**src/rtl/param_tx_fifo.sv**
```systemverilog
// First-word-fall-through transmit FIFO with configurable width/depth, occupancy
// count, programmable almost-full/almost-empty flags, synchronous flush and sticky error flags.
module param_tx_fifo #(
  parameter int DATA_WIDTH   = 8,
  parameter int DEPTH        = 8,
  parameter int AFULL_LEVEL  = DEPTH - 2,
  parameter int AEMPTY_LEVEL = 1,
  parameter int CW           = $clog2(DEPTH + 1)
) (
  input  logic                  clk,
  input  logic                  rst,
  input  logic                  clear,
  input  logic                  write_enable,
  input  logic [DATA_WIDTH-1:0] write_data,
  input  logic                  read_enable,
  output logic [DATA_WIDTH-1:0] read_data,
  output logic                  fifo_empty,
  output logic                  fifo_full,
  output logic                  almost_full,
  output logic                  almost_empty,
  output logic [CW-1:0]         count,
  output logic                  overflow,
  output logic                  underflow
);

  localparam int            AW        = (DEPTH > 1) ? $clog2(DEPTH) : 1;
  localparam logic [AW-1:0] LAST_PTR  = AW'(DEPTH - 1);
  localparam logic [CW-1:0] DEPTH_C   = CW'(DEPTH);
  // One extra bit so the level thresholds compare without truncation.
  localparam logic [CW:0]   AFULL_C   = (CW + 1)'(AFULL_LEVEL);
  localparam logic [CW:0]   AEMPTY_C  = (CW + 1)'(AEMPTY_LEVEL);

  logic [DATA_WIDTH-1:0] mem_q [DEPTH];
  logic [AW-1:0]         wptr_q, wptr_d;
  logic [AW-1:0]         rptr_q, rptr_d;
  logic [CW-1:0]         count_q, count_d;
  logic                  overflow_q, overflow_d;
  logic                  underflow_q, underflow_d;

  logic rd_acc;
  logic wr_acc;

  // A pop frees a slot in the same cycle, so a full FIFO still accepts a write alongside it.
  assign rd_acc = read_enable && !clear && (count_q != '0);
  assign wr_acc = write_enable && !clear && ((count_q != DEPTH_C) || rd_acc);

  always_comb begin
    wptr_d      = wptr_q;
    rptr_d      = rptr_q;
    count_d     = count_q;
    overflow_d  = overflow_q;
    underflow_d = underflow_q;
    if (clear) begin
      wptr_d      = '0;
      rptr_d      = '0;
      count_d     = '0;
      overflow_d  = 1'b0;
      underflow_d = 1'b0;
    end else begin
      if (wr_acc) begin
        wptr_d = (wptr_q == LAST_PTR) ? '0 : wptr_q + AW'(1);
      end
      if (rd_acc) begin
        rptr_d = (rptr_q == LAST_PTR) ? '0 : rptr_q + AW'(1);
      end
      case ({wr_acc, rd_acc})
        2'b10:   count_d = count_q + CW'(1);
        2'b01:   count_d = count_q - CW'(1);
        default: count_d = count_q;
      endcase
      if (write_enable && !wr_acc) begin
        overflow_d = 1'b1;
      end
      if (read_enable && !rd_acc) begin
        underflow_d = 1'b1;
      end
    end
  end

  always_ff @(posedge clk or posedge rst) begin
    if (rst) begin
      wptr_q      <= '0;
      rptr_q      <= '0;
      count_q     <= '0;
      overflow_q  <= 1'b0;
      underflow_q <= 1'b0;
    end else begin
      wptr_q      <= wptr_d;
      rptr_q      <= rptr_d;
      count_q     <= count_d;
      overflow_q  <= overflow_d;
      underflow_q <= underflow_d;
    end
  end

  // Storage holds no reset; an empty FIFO masks whatever stale data it contains.
  always_ff @(posedge clk) begin
    if (wr_acc) begin
      mem_q[wptr_q] <= write_data;
    end
  end

  assign read_data    = (count_q == '0) ? '0 : mem_q[rptr_q];
  assign fifo_empty   = (count_q == '0);
  assign fifo_full    = (count_q == DEPTH_C);
  assign almost_full  = ({1'b0, count_q} >= AFULL_C);
  assign almost_empty = ({1'b0, count_q} <= AEMPTY_C);
  assign count        = count_q;
  assign overflow     = overflow_q;
  assign underflow    = underflow_q;

endmodule
```
**config.mk**
```make
export PLATFORM = sky130hd
export DESIGN_NAME = param_tx_fifo
export DESIGN_NICKNAME = d
export VERILOG_FILES = /design/src/rtl/param_tx_fifo.sv
export SDC_FILE = /design/constraint.sdc
export NUM_CORES = 1
export LEC_CHECK = 0
export CELL_PAD_IN_SITES_DETAIL_PLACEMENT = 1
export CELL_PAD_IN_SITES_GLOBAL_PLACEMENT = 1
export CORE_UTILIZATION = 52
export DETAILED_ROUTE_END_ITERATION = 16
export GPL_TIMING_DRIVEN = 0
export PLACE_DENSITY = 0.89
export SYNTH_ARGS = -nofsm -noshare
export SYNTH_HDL_FRONTEND = slang
export SYNTH_SLANG_ARGS = --single-unit
```
**constraint.sdc**
```tcl
create_clock -name clk -period 5 [get_ports clk]
set_clock_uncertainty 0.2 [all_clocks]
set_input_delay 1.5 -clock clk [delete_from_list [all_inputs] [get_ports clk]]
set_output_delay 1.5 -clock clk [all_outputs]
set_load 0.02 [all_outputs]
```
* Yosys cells after proc, flatten, opt, wreduce, memory -nomap -nowiden
Memory sizes are Yosys's and may differ from the RTL's. Index checks and enable logic that the tools add are counted.
Storage, ports and cells: bits in registers 12, RAM bits 64, input port bits 13, output and inout bits 18, word-level logic and storage cells 50, memories 1
Memories:
- mem_q | words 8, width 8, read ports 1, clocked after memory_dff 0, wr ports 1, line 33 | logic [DATA_WIDTH-1:0] mem_q [DEPTH];
Cells by class: $add $sub $neg 4, order comparisons 2, equal/unequal tests 6, mux-type cells 15, reduce and logical (&&, ||, !) cells 17
Operators by type and width (count):
- two-way mux 3 bit | 6
- two-way mux 8 bit | 1
- case mux 4 bit (2 select lines) | 1
- nonzero test 2 bit | 4
- adder 3 x 1 -> 3 bit (second input constant) | 2
- equality test 3 bit (second input constant) | 2
- logical AND 1 bit | 6
- two-way mux 1 bit | 6
- adder 4 x 1 -> 4 bit (second input constant) | 1
- equality test 4 bit (second input constant) | 1
- greater-or-equal comparator 4 x 3 -> 1 bit (second input constant) | 1
- <= comparator 4 x 1 -> 1 bit (second input constant) | 1
- zero test 4 bit | 1
- two-way mux 4 bit | 1
- != test 4 bit (second input constant) | 1
- nonzero test 4 bit | 1
- subtractor 4 x 1 -> 4 bit (second input constant) | 1
- zero test 1 bit | 3
- nonzero test 3 bit | 1
- equality test 2 x 1 -> 1 bit (second input constant) | 1
- equality test 2 bit (second input constant) | 1
- logical OR 1 bit | 1

* Depth between registers and ports, before layout
word-level depth 9, depth in mapped cells 7, depth with buffers taken out 6

* Worst setup path after synthesis
No wires, ideal clock.
path kind input to register, start point input port clear, end point memory mem_q[0][0] (enable), setup time 0.395 ns, arrival time 3.012 ns, required time 4.405 ns, path slack 1.393 ns, stages 4, path buffers 2, cells stage by stage clkbuf_1 -> or3_4 -> buf_6 -> nor4_1
On the way: cells in the longest elaborated chain, start to end 7, elaborated cells between the ends (all ways) 8, those cells by class 2 x mux; 6 x reduce/logical
RTL lines:
- start: declaration | line 12 | input logic clear,
- zero test 1 bit (*) | line 44, 45
- logical AND 1 bit (2 in a row) | line 44 | assign rd_acc = read_enable && !clear && (count_q != '0);
- logical OR 1 bit | line 45 | assign wr_acc = write_enable && !clear && ((count_q != DEPTH_C) || rd_acc);
- logical AND 1 bit (*) | line 45
- two-way mux 1 bit (*) | line 98 | if (wr_acc) begin
- two-way mux 1 bit (not written as such) (*) | line 99 | mem_q[wptr_q] <= write_data;
- end: declaration | line 33
Every way passes the cells marked *; elsewhere a longest branch is shown, timed or not.

* Worst setup path in the final report
start point register count_q[0], in the netlist count[0], end point output port fifo_empty
On the way: cells in the longest elaborated chain, start to end 1
RTL lines:
- start: declaration | line 36 | logic [CW-1:0] count_q, count_d;
- start signal: assignment | line 90 | count_q <= count_d;
- zero test 4 bit | line 104 | assign fifo_empty = (count_q == '0);
- end: declaration | line 17 | output logic fifo_empty,
Every way passes these cells.

==> parameters.txt <==
Parameter                              Value

Run status
  Result of the run ... complete, no violations

Drt
  Average routed wire per standard cell ... 24.0 um
  Iteration-0 DRC count of the detailed router ... 140
  Total routed wirelength ... 7730 um
  Vias after detailed routing ... 1966
  Remaining routing DRC violations ... 0
  Number of antenna-violating nets in the routed design ... 0
  Per-cell via count in the routed design ... 6.11
  Number of iterations in the first detailed-routing pass ... 4

Floorplanning
  Initial cell density of the core ... a little under three fifths
  Row count ... 28
  Overall die area ... 0.00671 sq mm
  Count of pins on the block boundary ... 31
  Core Box Area ... 0.00603 sq mm
  Overall die height ... around 80 um
  DIE WIDTH ... roughly 80 um

STA
  Max Clk Rate ... 220 MHz
  Period minus WS final ... ~4.5 ns
  Crit share post-route ... 90.8%
  Max-slew headroom ... 36.0%
  Unrepaired setup endpoints after global routing ... no
  Slew of the pin with the lowest slew margin ... roughly 0.95 ns
  Final Setup Violations ... 0
  Post-Route Setup TNS ... 0 ns
  Slack of the critical path ... 0.460 ns
  Number of pins with negative max-slew slack in the final report ... 0
  Count of endpoints failing hold in the final timing report ... 0

Pwr
  Combinational cell fraction of total power ... approximately 18%
  Internal power ... 1060 uW
  Fraction of power spent switching nets ... between 20% and 30%
  Power per standard cell area ... ~370 mW/mm^2
  Power spent charging and discharging nets ... around 400 uW
  Leakage power summed over all cells ... 0.00134 uW
  Register share of total power ... 48.7%
  Maximum resistive drop on vdd ... 0.285 mV
  Clock network fraction of total power ... roughly a third

Clock network
  Clk_lat worst skew ... 0.36 ns
  CTS tree ... built
  Hold Buf Count CTS ... 0
  Post-CTS Repair Setup Buffers ... 0
  Post-CTS resize count ... 0
  Count of clock tree sinks ... 76
  Root Buffer ... clkbuf_8
  # H-tree levels ... 3
  Clock edge transition at the registers on the reported setup and hold paths ... 0.08 ns
  Total clock buffers created by CTS ... 9
  Clk buf depth ... 2

Setup path
  Number of buffers and inverters on the critical path ... 3
  Dominant delay contributor by cell family on the critical path ... buffers and inverters
  Critical Path Start Type ... register
  Cell breakdown of the critical path ... inv_1, ha_1, nor3b_1, clkbuf_1, clkdlybuf4s50_1
  Crit-path max FO ... 10
  WP data required ... between 3 and 4 ns
  Slowest Stage Delay on Critical Path ... 0.73 ns
  Crit end category ... output pin
  Data arrival time of the critical path ... 2.84 ns
  Setup CP Type ... register to output pin
  Slowest stage cell on the critical path ... clkdlybuf4s50_1

Synth
  Nets in the synthesized netlist ... between 200 and 250
  YS warnings ... 0
  Share of Yosys cell area claimed by the top area cell type ... 57.9%
  Predominant post-synthesis flop cell ... edfxtp_1
  Synthesized netlist cell count ... 201
  EDFF count, synth ... between 60 and 70
  Biggest area contributors in the synthesized netlist ... edfxtp_1, mux4_2, dfrtp_1
  Share of flip-flops with an asynchronous set or reset after synthesis ... 15.8%
  Synthesized area per cell ... 16.5 sq um
  Netlist cell types ... 36
  Cell area after synthesis ... 0.00332 sq mm
  Post-synthesis cell type with the largest combined area ... edfxtp_1
  Register bit count reported by yosys ... 76
  Most frequently used cell type in the post-synthesis netlist ... edfxtp_1
  Post-synthesis sequential area ratio ... 66.9%
  Commonest cells post-synth ... edfxtp_1, nor2_1, mux4_2

Place
  Port bufs ... 29
  Half-perimeter wire length after detailed placement ... between 5000 and 6000 um
  Post-Place Cells ... 306
  Worst setup slack before clock tree synthesis ... 0.295 ns
  Placer's final routability congestion estimate ... 0.728

GRT
  Via count of the first global-routing pass ... 2142
  Total congestion overflow after global routing ... 0
  Global-route wire length before repair ... 11800 um
  Overall track demand over capacity in global routing ... 26.5%
  Pin count of the biggest net entering global routing ... 16
  Initial antenna violation count ... 0

Finish
  Final #Nets ... 263
  Filler instances ... about 560
  Area Overhead vs Synth ... 18.7%
  Antenna diodes ... 0
  Share of cells above drive strength 1 ... between 10% and 20%
  Number of cells in the finished layout apart from fillers ... 322

Job
  Number of maximum-capacitance violations ... 0

Worst hold path
  Worst min-delay path class ... register to register
worst reg2reg max path, cell delays in order, from the launching register on:
cell,delay [ns]
dfrtp_1,0.49
inv_1,0.10
ha_1,0.28
nor4bb_4,0.21
or4b_2,0.69
nor3_2,0.75
final timing paths:
path | start | endpoint | slack [ns] | cells past startpoint
min in group asynchronous | rst | rptr_q[0] | 1.28 | 2
setup / recovery | count[0] | fifo_empty | 0.46 | 5
setup reg to reg | count[1] | mem_q[1][5] | 1.91 | 5
max in group asynchronous | rst | count[0] | 2.95 | 2
hold reg to reg | overflow | overflow | 0.32 | 2
hold / removal | overflow | overflow | 0.32 | 2
registers in the layout (all words and copies together) (netlist names):
| signal | flops |
|---|---|
| count | 4 |
| mem_q | 64 |
| underflow | 1 |
| rptr_q | 3 |
| overflow | 1 |
| wptr_q | 3 |
layer usage:
layer  part of all wire (%)  global-route usage [%]  up-vias
li1                       -                       -      867
met1                     40                    31.1     1006
met2                     52                    43.2       73
met3                    4.6                    6.89       20
met4                    3.4                    16.8        0
met5                      0                       0        -
power groups by stage:
stage	Clock, uW	Combinational [uW]	Sequential, uW
floorplan	0	152	731
global placement	0	252	727
detailed placement	0	261	729
CTS	500	265	715
global route	516	285	716
finish	491	263	715
layout make-up:
type	count	area, sq um	area share, %
buffer	11	66.3	1.68
clock buffer	9	124	3.14
clock inverter	7	80.1	2.03
inverter	6	22.5	0.571
multi-input combinational	108	1030	26.3
sequential	76	2220	56.4
tap	75	93.8	2.38
timing repair buffer	30	298	7.56
placed cells by master (no fill, tap or decap), types with 6 or more instances in the layout:
cell type and instances:
a21oi_1 8, o21ai_0 6, dfrtp_1 12, inv_1 6, edfxtp_1 64, ha_1 8, clkdlybuf4s50_1 29, clkbuf_8 9
mux4_2 16, nor2_1 17, mux2i_1 10
cell families after synthesis:
logic type / synth area share (%)
AO/OA/AOI/OAI: 3.88
multiplexers: 14.2
buffers and inverters: 2.68
flip-flops: 66.9
AND/OR/NAND/NOR: 9.27
adder cells (fa/ha/maj): 3.02
per-stage QoR:
step                instance area (sq um)  power [uW]  hold WS [ns]  util, %
floorplan                            3320         882         0.373        -
global placement                     3700         978         0.277     61.5
detailed placement                   3730         990         0.297     61.9
CTS                                  3930        1480         0.323     65.2
global route                         3940        1520         0.366     65.4
finish                               3940        1470         0.316     65.4
(Power assumes the default switching activity.)
